--- config.mk ---
export PLATFORM = sky130hd
export DESIGN_NAME = spi_slave_if
export DESIGN_NICKNAME = d
export VERILOG_FILES = /design/src/rtl/spi_slave_if.sv
export SDC_FILE = /design/constraint.sdc
export NUM_CORES = 1
export LEC_CHECK = 0
export ABC_CLOCK_PERIOD_IN_PS = 3000
export CAP_MARGIN = 5
export CORE_MARGIN = 8
export CORE_UTILIZATION = 50
export DETAILED_ROUTE_END_ITERATION = 8
export PLACE_DENSITY = 0.71
export SLEW_MARGIN = 20
export SYNTH_ARGS = -nofsm -noshare
export SYNTH_HDL_FRONTEND = slang
export SYNTH_SLANG_ARGS = --single-unit
--- constraint.sdc ---
create_clock -name clk -period 3 [get_ports clk]
set_input_delay 0.6 -clock clk [delete_from_list [all_inputs] [get_ports clk]]
set_output_delay 0.6 -clock clk [all_outputs]
set_load 0.02 [all_outputs]
--- src/rtl/spi_slave_if.sv ---
// SPI mode-0 responder: oversampled sclk/cs/mosi, valid/ready RX and TX word ports.
// Optional SPI_SLV_OVERRUN_EN: a word that completes while rx_data is still unconsumed is dropped.

module spi_slave_if #(
  parameter int unsigned       DATA_W      = 8,
  parameter int unsigned       SYNC_STAGES = 2,
  parameter logic [DATA_W-1:0] IDLE_TX     = '0
) (
  input  logic              clk,
  input  logic              reset,
  input  logic              sclk,
  input  logic              cs,
  input  logic              mosi,
  output logic              miso,
  input  logic [DATA_W-1:0] tx_data,
  input  logic              tx_valid,
  output logic              tx_ready,
  output logic [DATA_W-1:0] rx_data,
  output logic              rx_valid,
  input  logic              rx_ready,
  output logic              busy,
  output logic              tx_underrun,
  output logic              rx_overrun
);

  localparam int unsigned CNT_W = (DATA_W > 2) ? $clog2(DATA_W) : 1;

  typedef enum logic [1:0] {IDLE, LOAD, SHIFT} state_e;

  logic [SYNC_STAGES-1:0] sclk_sync_q, sclk_sync_d;
  logic [SYNC_STAGES-1:0] cs_sync_q, cs_sync_d;
  logic [SYNC_STAGES-1:0] mosi_sync_q, mosi_sync_d;
  logic                   sclk_hist_q, cs_hist_q, mosi_hist_q;
  logic                   sclk_s, cs_s, sclk_rise, sclk_fall, cs_sel, cs_desel;

  state_e                 state_q, state_d;
  logic [CNT_W-1:0]       bit_cnt_q, bit_cnt_d;
  logic [DATA_W-1:0]      tx_shift_q, tx_shift_d;
  logic [DATA_W-1:0]      rx_shift_q, rx_shift_d;
  logic [DATA_W-1:0]      hold_q, hold_d;
  logic                   hold_empty_q, hold_empty_d;
  logic                   reload_q, reload_d;
  logic                   miso_q, miso_d;
  logic [DATA_W-1:0]      rx_data_q, rx_data_d;
  logic                   rx_valid_q, rx_valid_d;
  logic                   underrun_q, underrun_d;
  logic                   busy_q, busy_d;
  logic                   do_load;
  logic [DATA_W-1:0]      rx_word;
`ifdef SPI_SLV_OVERRUN_EN
  logic                   overrun_q, overrun_d;
`endif

  // Synchroniser chains carry no reset so they track the pins while reset is held;
  // the reset history flops then prevent a stale cs-low from looking like a select.
  always_comb begin
    sclk_sync_d = {sclk_sync_q[SYNC_STAGES-2:0], sclk};
    cs_sync_d   = {cs_sync_q[SYNC_STAGES-2:0], cs};
    mosi_sync_d = {mosi_sync_q[SYNC_STAGES-2:0], mosi};
  end

  always_ff @(posedge clk) begin
    sclk_sync_q <= sclk_sync_d;
    cs_sync_q   <= cs_sync_d;
    mosi_sync_q <= mosi_sync_d;
  end

  assign sclk_s    = sclk_sync_q[SYNC_STAGES-1];
  assign cs_s      = cs_sync_q[SYNC_STAGES-1];
  assign sclk_rise = sclk_s & ~sclk_hist_q;
  assign sclk_fall = ~sclk_s & sclk_hist_q;
  assign cs_sel    = ~cs_s & cs_hist_q;
  assign cs_desel  = cs_s & ~cs_hist_q;

  // Frame sequencing, shift registers and holding register.
  always_comb begin
    state_d      = state_q;
    bit_cnt_d    = bit_cnt_q;
    tx_shift_d   = tx_shift_q;
    rx_shift_d   = rx_shift_q;
    hold_d       = hold_q;
    hold_empty_d = hold_empty_q;
    reload_d     = reload_q;
    rx_data_d    = rx_data_q;
    rx_valid_d   = rx_valid_q & ~rx_ready;
    underrun_d   = 1'b0;
    busy_d       = ~cs_s;
    miso_d       = 1'b0;
    do_load      = 1'b0;
    rx_word      = {rx_shift_q[DATA_W-2:0], mosi_hist_q};
`ifdef SPI_SLV_OVERRUN_EN
    overrun_d    = 1'b0;
`endif

    if (cs_desel) begin
      state_d    = IDLE;
      bit_cnt_d  = '0;
      reload_d   = 1'b0;
      tx_shift_d = '0;
      rx_shift_d = '0;
    end else begin
      unique case (state_q)
        IDLE: if (cs_sel) state_d = LOAD;
        LOAD: begin
          do_load = 1'b1;
          state_d = SHIFT;
        end
        SHIFT: begin
          if (sclk_rise) begin
            rx_shift_d = rx_word;
            if (bit_cnt_q == CNT_W'(DATA_W - 1)) begin
              bit_cnt_d = '0;
              reload_d  = 1'b1;
`ifdef SPI_SLV_OVERRUN_EN
              if (rx_valid_q && !rx_ready) begin
                overrun_d = 1'b1;
              end else begin
                rx_data_d  = rx_word;
                rx_valid_d = 1'b1;
              end
`else
              rx_data_d  = rx_word;
              rx_valid_d = 1'b1;
`endif
            end else begin
              bit_cnt_d = bit_cnt_q + CNT_W'(1);
            end
          end
          if (sclk_fall) begin
            if (reload_q) begin
              do_load  = 1'b1;
              reload_d = 1'b0;
            end else begin
              tx_shift_d = tx_shift_q << 1;
            end
          end
        end
        default: state_d = IDLE;
      endcase
    end

    if (do_load) begin
      if (!hold_empty_q) begin
        tx_shift_d   = hold_q;
        hold_empty_d = 1'b1;
      end else begin
        tx_shift_d = IDLE_TX;
        underrun_d = 1'b1;
      end
    end

    // Only an empty holding register accepts, so this never races a load from a full one.
    if (hold_empty_q && tx_valid) begin
      hold_d       = tx_data;
      hold_empty_d = 1'b0;
    end

    if (state_d != IDLE) miso_d = tx_shift_d[DATA_W-1];
  end

  always_ff @(posedge clk) begin
    if (reset) begin
      sclk_hist_q  <= 1'b0;
      cs_hist_q    <= 1'b0;
      mosi_hist_q  <= 1'b0;
      state_q      <= IDLE;
      bit_cnt_q    <= '0;
      tx_shift_q   <= '0;
      rx_shift_q   <= '0;
      hold_q       <= '0;
      hold_empty_q <= 1'b1;
      reload_q     <= 1'b0;
      miso_q       <= 1'b0;
      rx_data_q    <= '0;
      rx_valid_q   <= 1'b0;
      underrun_q   <= 1'b0;
      busy_q       <= 1'b0;
`ifdef SPI_SLV_OVERRUN_EN
      overrun_q    <= 1'b0;
`endif
    end else begin
      sclk_hist_q  <= sclk_s;
      cs_hist_q    <= cs_s;
      mosi_hist_q  <= mosi_sync_q[SYNC_STAGES-1];
      state_q      <= state_d;
      bit_cnt_q    <= bit_cnt_d;
      tx_shift_q   <= tx_shift_d;
      rx_shift_q   <= rx_shift_d;
      hold_q       <= hold_d;
      hold_empty_q <= hold_empty_d;
      reload_q     <= reload_d;
      miso_q       <= miso_d;
      rx_data_q    <= rx_data_d;
      rx_valid_q   <= rx_valid_d;
      underrun_q   <= underrun_d;
      busy_q       <= busy_d;
`ifdef SPI_SLV_OVERRUN_EN
      overrun_q    <= overrun_d;
`endif
    end
  end

  assign miso        = miso_q;
  assign tx_ready    = hold_empty_q;
  assign rx_data     = rx_data_q;
  assign rx_valid    = rx_valid_q;
  assign busy        = busy_q;
  assign tx_underrun = underrun_q;
`ifdef SPI_SLV_OVERRUN_EN
  assign rx_overrun  = overrun_q;
`else
  assign rx_overrun  = 1'b0;
`endif

endmodule

==> impl_metrics.yaml <==
synth:
  synth_area_mm2: 0.00195
  syn_area_per_cell_um2: 9.69
  ys_dominant_reg_cell: "dfxtp_1"
  synthesis.instances: 201
  ys_warn_count: 0
  synthTopCellsByArea: "dfxtp_1, nand2_1, a21oi_1"
  synth_edf_count: 0
  synth_cell_type_count: 32
  syn_nets: 222
  synth_top_area_cell: "dfxtp_1"
  ys_seq_area_share_pct: 52.4
  ys_ff_latch: 51
  ys_async_sr_fraction_pct: 0
  yosysTopAreaCellShare_pct: 52.4
critical_path:
  end_kind: "primary output"
  cp_data_required_time_ns: 2.40
  slowest_delay_ns: 0.75
  cp.arrival_ns: 1.77
  cp_top_family: "flip-flops"
  cp_slowest_cell: "dfxtp_1"
  worst_setup_path_start_kind: "flop"
  worst-path-max-fanout: 21
  path_buf_inv: 1
  path_cells: "clkdlybuf4s50_1"
  path_class: "reg -> out"
drt:
  vias: 1450
  antenna_left: 0
  dr.pass1.iters: 4
  wl_mm: 3.68
  drt-initial-drc-count: 96
  wl_per_cell_um: 13.4
  drc: 0
  vias_per_cell: 5.29
timing:
  slew_headroom_pct: 56.1
  hold_slack_ns: 0.334
  final-setup-viol-count: 0
  tns_ns: 0
  final.setup_skew_ns: 0.00599
  hold_viol_final: 0
  rsz0062_at_grt: "false"
  period_needed_ns: 2.37
  fin_crit_sh_pct: 79.1
  worstMarginPinSlew_ns: 0.657
  drv_slew: 0
  fmax_ghz: 0.421
clocking:
  cts_buffer_depth: 2
  cts_hold_buf: 0
  clock-sinks: 51
  ctsResizeCount: 0
  post_cts_buffers: 0
  cts_root_buffer: "clkbuf_8"
  cts_buffers: 5
  cts.htree.levels: 2
  clk_pin_slew_ns: 0.08
  cts_tree: "done"
  insertion_delay_ns: 0.29
pwr:
  ir_drop_v: 0.000548
  leakage_nw: 0.890
  power_mw: 1.33
  power_density_mw_per_mm2: 568
die:
  die_width_um: 78.4
  ioPinCount: 29
  start_util_pct: 52.4
  die_area_mm2: 0.00615
  rows: 22
  die_h_um: 78.4
  coreArea_mm2: 0.00372
layout:
  design_area_mm2: 0.00235
  final_util_pct: 63.2
  antennaDiodeCount: 0
  area_growth_pct: 20.6
  nNetsFinal: 246
  drive_above_1_share_pct: 8.85
placement:
  port_buffers: 27
  post-dp-hpwl_mm: 2.69
  gp_congestion: 0.800
  placed_area_mm2: 0.00222
hold_path:
  hold_path.class: "reg -> reg"
global_route:
  grt_pass1_vias: 1401
  grt_remaining_overflow: 0
  grt_antenna_before_repair: 0
  track_usage_pct: 11.8
  grt_pass1_wl_mm: 6.02
  grt_max_degree: 23
flow_run:
  max_cap_violations: 0
status:
  status: "complete, no violations"
[sequential cells by signal (all words and copies together) (netlist names), 2 cells and up]
| name | flops |
|---|---|
| hold_q | 8 |
| tx_shift_q | 8 |
| bit_cnt_q | 3 |
| cs_sync_q | 2 |
| rx_data | 8 |
| sclk_sync_q | 2 |
| rx_shift_q | 7 |
| mosi_sync_q | 2 |
| state_q | 2 |
[layout make-up]
type / instances / area [µm²]
clock buffers: 6 / 72.6
fillers: 325 / 1370
flip-flops and latches: 51 / 1020
clock inverters: 2 / 60.1
well taps: 48 / 60.1
inverters: 4 / 15.0
repair buffers: 28 / 278
multi-input cells: 135 / 843
[per-stage QoR]
stage	worst slack, ns	cells
finish	0.627	274
detailed placement	0.965	266
global route	0.553	274
global placement	1.00	266
floorplan	1.50	201
CTS	0.634	274
[worst paths after layout]
check	startpoint	to	slack [ns]	depth (start not counted)
hold reg to reg	cs_sync_q[0]$_DFF_P_	cs_sync_q[1]$_DFF_P_	0.33	0
setup / recovery	tx_ready$_SDFFE_PP1P_	tx_ready	0.63	1
setup reg to reg	state_q[0]$_SDFF_PP0_	rx_data[0]$_SDFFE_PP0P_	1.07	6
hold / removal	cs_sync_q[0]$_DFF_P_	cs_sync_q[1]$_DFF_P_	0.33	0
[cells in the final DEF, fill, tap and decap left out, types with 2 or more instances in the layout]
cell type / count
a21oi_1: 23
and3b_2: 2
bufinv_16: 2
clkbuf_8: 5
clkdlybuf4s50_1: 27
dfxtp_1: 51
ha_1: 6
inv_1: 4
mux2i_1: 9
nand2_1: 31
nand2b_1: 2
nand3_1: 8
nand3b_1: 2
nor2_1: 12
nor2b_1: 11
nor3_1: 2
o211a_1: 2
o21a_1: 6
o221a_2: 7
[Yosys cell counts (3+ instances only)]
cell type / instances
nand2_1: 31
inv_1: 4
nand3_1: 8
dfxtp_1: 51
o21a_1: 6
o221a_2: 7
clkbuf_1: 5
nor2b_1: 11
ha_1: 6
buf_4: 3
mux2i_1: 9
a21oi_1: 23
nor2_1: 12
[logic make-up after synthesis]
family,share of synthesized area [%]
AND/OR/NAND/NOR,20.2
flip-flops,52.4
AO/OA/AOI/OAI,14.5
buffers and inverters,4.30
multiplexers,4.62
adder cells (fa/ha/maj),3.85
other,0.192
[report_power, final]
part | switching [mW] | leakage (nW) | internal, mW
clock | 0.208 | 0.0654 | 0.333
sequential | 0.0155 | 0.417 | 0.697
combinational | 0.0391 | 0.408 | 0.0422
[metal layers]
layer	up-vias	global-route usage [%]	wire length, µm
met1	681	14.7	1780
met5	-	0	0
met3	4	3.42	162
met2	32	18.6	1690
li1	733	-	-
met4	0	4.44	42
(Power assumes the default switching activity.)
